===== config.mk =====
export PLATFORM = sky130hd
export DESIGN_NAME = instr_fetch
export DESIGN_NICKNAME = d
export VERILOG_FILES = /design/src/rtl/chip8_pkg.sv /design/src/rtl/call_stack.sv /design/src/rtl/instr_fetch.sv
export SDC_FILE = /design/constraint.sdc
export NUM_CORES = 1
export LEC_CHECK = 0
export BUFFER_PORTS_ARGS = -buffer_cell sky130_fd_sc_hd__buf_2
export CAP_MARGIN = 20
export CORE_ASPECT_RATIO = 0.8
export CORE_UTILIZATION = 30
export DETAILED_ROUTE_END_ITERATION = 8
export GPL_ROUTABILITY_DRIVEN = 0
export PLACE_DENSITY_LB_ADDON = 0.2
export SKIP_CTS_REPAIR_TIMING = 1
export SLEW_MARGIN = 40
export SYNTH_ARGS = -nofsm -noshare
export SYNTH_HDL_FRONTEND = slang
export SYNTH_SLANG_ARGS = --single-unit

===== constraint.sdc =====
create_clock -name clk -period 4.8 [get_ports clk]
set_clock_uncertainty 0.05 [all_clocks]
set_input_delay 0.24 -clock clk [delete_from_list [all_inputs] [get_ports clk]]
set_output_delay 0.24 -clock clk [all_outputs]
set_load 0.03 [all_outputs]

===== src/rtl/chip8_pkg.sv =====
// Shared CHIP-8 fetch definitions: widths, reset vector, fetch FSM states.
// The return stack is compiled in only when CHIP8_FETCH_STACK_EN is defined.
package chip8_pkg;

    localparam int ADDR_W   = 12;
    localparam int OPCODE_W = 16;

    localparam logic [ADDR_W-1:0] RESET_PC_DEF = 12'h200;

    typedef enum logic [1:0] {
        FETCH_HI = 2'd0,
        FETCH_LO = 2'd1,
        CAPTURE  = 2'd2,
        READY    = 2'd3
    } fetch_state_e;

    // Program addresses wrap at the top of the 4 KiB space.
    function automatic logic [ADDR_W-1:0] pc_add(
        input logic [ADDR_W-1:0] a,
        input logic [2:0]        n
    );
        return a + ADDR_W'(n);
    endfunction

endpackage


===== src/rtl/call_stack.sv =====
// LIFO of return addresses for the fetch unit.
// DEPTH must be a power of two; push when full and pop when empty are ignored.
import chip8_pkg::*;

module call_stack #(
    parameter int DEPTH = 16,
    parameter int W     = ADDR_W
) (
    input  logic         clk,
    input  logic         reset,
    input  logic         push,
    input  logic         pop,
    input  logic [W-1:0] push_data,
    output logic [W-1:0] top_data,
    output logic         full,
    output logic         empty
);

    localparam int PW = $clog2(DEPTH + 1);
    localparam int IW = $clog2(DEPTH);

    logic [W-1:0]  mem [DEPTH];
    logic [PW-1:0] sp;

    assign full     = (sp == PW'(DEPTH));
    assign empty    = (sp == '0);
    assign top_data = mem[IW'(sp - PW'(1))];

    always_ff @(posedge clk) begin
        if (reset) begin
            sp <= '0;
        end else if (push && !full) begin
            sp <= sp + PW'(1);
        end else if (pop && !empty) begin
            sp <= sp - PW'(1);
        end
    end

    always_ff @(posedge clk) begin
        if (push && !full) begin
            mem[IW'(sp)] <= push_data;
        end
    end

endmodule


===== src/rtl/instr_fetch.sv =====
// CHIP-8 instruction fetch: two byte reads per opcode, PC sequencing, jumps.
// Define CHIP8_FETCH_STACK_EN to build in the call/return stack.
import chip8_pkg::*;

module instr_fetch #(
    parameter logic [ADDR_W-1:0] RESET_PC    = RESET_PC_DEF,
    parameter int                STACK_DEPTH = 16
) (
    input  logic                clk,
    input  logic                reset,
    output logic [ADDR_W-1:0]   mem_addr,
    output logic                mem_rd,
    input  logic [7:0]          mem_rdata,
    output logic [OPCODE_W-1:0] opcode,
    output logic                opcode_valid,
    input  logic                next,
    input  logic                pc_load,
    input  logic [ADDR_W-1:0]   pc_target,
    input  logic                skip,
    input  logic                call,
    input  logic                ret,
    output logic [ADDR_W-1:0]   pc,
    output logic                stack_err
);

    fetch_state_e          state_q;
    logic [ADDR_W-1:0]     pc_q;
    logic [ADDR_W-1:0]     next_pc;
    logic [ADDR_W-1:0]     ret_addr;
    logic [OPCODE_W-1:0]   op_q;
    logic                  advance;
    logic                  jump;
    logic                  ret_ok;

    assign advance      = (state_q == READY) && next;
    assign jump         = call || pc_load;
    assign pc           = pc_q;
    assign opcode       = op_q;
    assign opcode_valid = (state_q == READY);

`ifdef CHIP8_FETCH_STACK_EN
    logic              push;
    logic              pop;
    logic              full;
    logic              empty;
    logic              err_q;
    logic [ADDR_W-1:0] top;

    assign push     = advance && call && !full;
    assign pop      = advance && !jump && ret && !empty;
    assign ret_ok   = !empty;
    assign ret_addr = top;

    call_stack #(
        .DEPTH (STACK_DEPTH),
        .W     (ADDR_W)
    ) u_stack (
        .clk       (clk),
        .reset     (reset),
        .push      (push),
        .pop       (pop),
        .push_data (pc_add(pc_q, 3'd2)),
        .top_data  (top),
        .full      (full),
        .empty     (empty)
    );

    // Overflowing call still jumps; underflowing ret falls through to pc+2.
    always_ff @(posedge clk) begin
        if (reset) begin
            err_q <= 1'b0;
        end else if (advance && ((call && full) || (!jump && ret && empty))) begin
            err_q <= 1'b1;
        end
    end

    assign stack_err = err_q;
`else
    logic unused_cfg;

    assign ret_ok     = 1'b0;
    assign ret_addr   = '0;
    assign stack_err  = 1'b0;
    assign unused_cfg = STACK_DEPTH[0];
`endif

    always_comb begin
        next_pc = pc_add(pc_q, 3'd2);
        if (jump) begin
            next_pc = pc_target;
        end else if (ret) begin
            next_pc = ret_ok ? ret_addr : pc_add(pc_q, 3'd2);
        end else if (skip) begin
            next_pc = pc_add(pc_q, 3'd4);
        end
    end

    always_comb begin
        mem_addr = pc_q;
        mem_rd   = 1'b0;
        unique case (state_q)
            FETCH_HI: mem_rd = !reset;
            FETCH_LO: begin
                mem_addr = pc_add(pc_q, 3'd1);
                mem_rd   = !reset;
            end
            default: ;
        endcase
    end

    always_ff @(posedge clk) begin
        if (reset) begin
            state_q <= FETCH_HI;
            pc_q    <= RESET_PC;
            op_q    <= '0;
        end else begin
            unique case (state_q)
                FETCH_HI: state_q <= FETCH_LO;
                FETCH_LO: begin
                    op_q[15:8] <= mem_rdata;
                    state_q    <= CAPTURE;
                end
                CAPTURE: begin
                    op_q[7:0] <= mem_rdata;
                    state_q   <= READY;
                end
                READY: begin
                    if (next) begin
                        pc_q    <= next_pc;
                        state_q <= FETCH_HI;
                    end
                end
                default: state_q <= FETCH_HI;
            endcase
        end
    end

endmodule


==> flow_metrics.py <==
metrics = {
    "run_status": {
        "status": "finished, final reports clean",
    },
    "worst_setup_path": {
        "crit_start": "state_q[1]",
        "ff2ff_setup_slack_ns": 2.76,
        "critPathKind": "reg -> out",
        "arrival_ns": 2.12,
        "start_kind": "flip-flop",
        "r2r_cells": 5,
        "rr_startpoint": "state_q[1]",
        "crit_fanout": 16,
        "cp-end-kind": "output port",
        "regToRegEndpoint": "pc[7]",
        "crit_required_ns": 4.51,
    },
    "grt": {
        "grt_overflow": 0,
        "grt_max_degree": 32,
        "antenna_found_initial": 0,
        "grt_pass1_vias": 1426,
        "grt_use_total_pct": 15.40,
        "grt_pass1_wl_microns": 7134,
    },
    "layout": {
        "syn_to_final_growth_pct": 27.39,
        "drive_above_1_share_pct": 30.65,
        "diodes": 0,
        "layout_commonest_cell": "buf_2",
        "final_nets": 294,
        "final_cell_mix": "68 x buf_2, 30 x dfxtp_1, 27 x nor2_1",
    },
    "power_and_ir_drop": {
        "p_per_area_mw_per_mm2": 434.6,
        "ir_drop_mv": 0.1171,
        "p_leak_nw": 0.9637,
    },
    "flow_run": {
        "cap_violations": 0,
    },
    "clock_tree": {
        "htree_num_levels": 2,
        "clockRootBuffer": "clkbuf_8",
        "insertion_delay_ns": 0.27,
        "cts_inserted_buffers": 5,
        "clk_pin_slew_worst_paths_ns": 0.07,
        "cts.sinks": 30,
        "tritoncts": "yes",
        "cts_buffer_depth": 2,
    },
    "sta": {
        "timing.final.crit_share_pct": 50.25,
        "drv_slew": 0,
        "slew_headroom_pct": 59.69,
        "setup_viol": 0,
        "timing.final.crit_period_ns": 2.412,
        "fmax_ghz": 0.4146,
        "hold_slack_ns": 0.1550,
        "fin_tns_setup_ns": 0,
        "worst_pin_slew_ns": 0.6046,
        "rsz0062_at_grt": "no",
        "finalHoldViolations": 0,
    },
    "detailed_routing": {
        "drt_iter0_markers": 62,
        "final_antenna_net_count": 0,
        "routed_wl_microns": 4531,
        "drtPass1Iterations": 4,
        "drc_errors": 0,
        "viasPerCell": 4.820,
        "vias": 1634,
        "wire_per_inst_microns": 13.37,
    },
    "die": {
        "die-area_sq_mm": 0.006065,
        "die_w_microns": 86.82,
        "start_util_pct": 31.42,
        "ioPinCount": 70,
        "fp.coreArea_sq_mm": 0.005495,
        "row_count": 24,
        "fp.dieH_microns": 69.86,
    },
    "placement": {
        "hpwl_microns": 3292,
        "portBuffers": 68,
    },
    "yosys": {
        "synth.cell_area_sq_mm": 0.001727,
        "synthFlopType": "dfxtp_1",
        "syn_nets": 234,
        "synth_edf_count": 0,
        "yosysUniqueCellTypes": 47,
        "synthCells": 200,
        "synth_area_per_cell_sq_um": 8.633,
        "async_flop_share_pct": 0,
        "yosysWarningCount": 0,
        "yosysSeqAreaShare_pct": 34.78,
        "synth-seq-cells": 30,
    },
    "hold_path": {
        "whs_path_depth": 3,
        "min_to": "pc[0]",
        "hold_class": "in -> reg",
        "min_from": "pc_target[0]",
    },
}
==> synthesized netlist by cell type, drive strengths merged (2+ instances only) <==
master | number | area (sq um)
dfxtp | 30 | 600.6
nor2 | 28 | 112.6
mux2i | 18 | 183.9
nand2 | 10 | 37.54
nand3 | 9 | 45.04
xnor2 | 9 | 78.83
clkbuf | 8 | 30.03
buf | 7 | 46.29
ha | 7 | 87.58
o21ai | 7 | 35.03
a211oi | 5 | 37.54
inv | 5 | 18.77
a21oi | 4 | 20.02
and2 | 4 | 25.03
nand4 | 4 | 25.02
nor3 | 4 | 20.02
o211ai | 4 | 30.03
xor2 | 4 | 35.03
o22ai | 3 | 18.77
or4 | 3 | 22.52
a21o | 2 | 15.01
a221oi | 2 | 17.52
a22oi | 2 | 15.01
a31oi | 2 | 12.51
mux2 | 2 | 22.52
nor2b | 2 | 20.02
o21a | 2 | 15.01
==> critical path, cell delays in order (launching register included) <==
cell and delay [ns]:
dfxtp_1 0.33, inv_1 0.08, ha_2 0.46, nand3_1 0.19, nor2_1 0.28, nand3_1 0.13, xnor2_1 0.15, buf_2 0.21
==> how the worst max path moves through the flow <==
| stage | endpoint | slack (ns) | cells after the start |
|---|---|---|---|
| floorplan | mem_addr[7] | 2.57 | 5 |
| global placement | mem_addr[7] | 2.43 | 7 |
| detailed placement | mem_addr[7] | 2.33 | 7 |
| CTS | mem_addr[7] | 2.03 | 7 |
| global route | mem_addr[9] | 2.20 | 7 |
| finish | mem_addr[7] | 2.39 | 7 |
==> layout make-up <==
| cell class | count | area (sq um) |
|---|---|---|
| Sequential cell | 30 | 600.6 |
| Tap cell | 78 | 97.59 |
| Fill cell | 592 | 3296 |
| Inverter | 5 | 18.77 |
| Multi-Input combinational cell | 150 | 1033 |
| Timing Repair Buffer | 68 | 340.3 |
| Clock inverter | 3 | 40.04 |
| Clock buffer | 5 | 68.82 |
==> registers in the layout, summed over array words and instances (netlist names) <==
register / flops
pc: 12
state_q: 2
opcode: 16
==> logic make-up (layout without fill, tap and decap cells) <==
kind of cell / Yosys count / count (layout) / synth area share, %
flip-flops: 30 / 30 / 34.78
AND/OR/NAND/NOR: 70 / 70 / 20.36
adder cells (fa/ha/maj): 7 / 7 / 5.072
XOR/XNOR: 13 / 13 / 6.594
multiplexers: 20 / 20 / 11.96
AO/OA/AOI/OAI: 39 / 39 / 15.51
buffers and inverters: 20 / 81 / 5.507
other: 1 / 1 / 0.2172
==> routing by layer <==
layer | share of wire, % | up-vias | global-route usage [%]
met5 | 0 | - | 0
met4 | 0.99 | 0 | 5.000
met3 | 8.1 | 5 | 4.019
met2 | 45 | 62 | 21.61
met1 | 46 | 739 | 22.63
li1 | - | 828 | -
==> where the power goes <==
part | switching, W | internal, W | leakage, nW
Clock | 0.0000967 | 0.000153 | 0.0579
Combinational | 0.000242 | 0.000132 | 0.662
Sequential | 0.0000380 | 0.000295 | 0.244
==> metrics by stage <==
step	power [W]	cells	area, sq um	worst slack (ns)	utilization [%]
floorplan	0.0006129	200	1727	2.574	-
global placement	0.0007111	331	2088	2.428	38.00
detailed placement	0.0007140	331	2088	2.327	38.00
CTS	0.0009646	339	2197	2.033	39.98
global route	0.001017	339	2200	2.203	40.03
finish	0.0009560	339	2200	2.388	40.03
No activity file was read; power rests on OpenSTA's default activity.
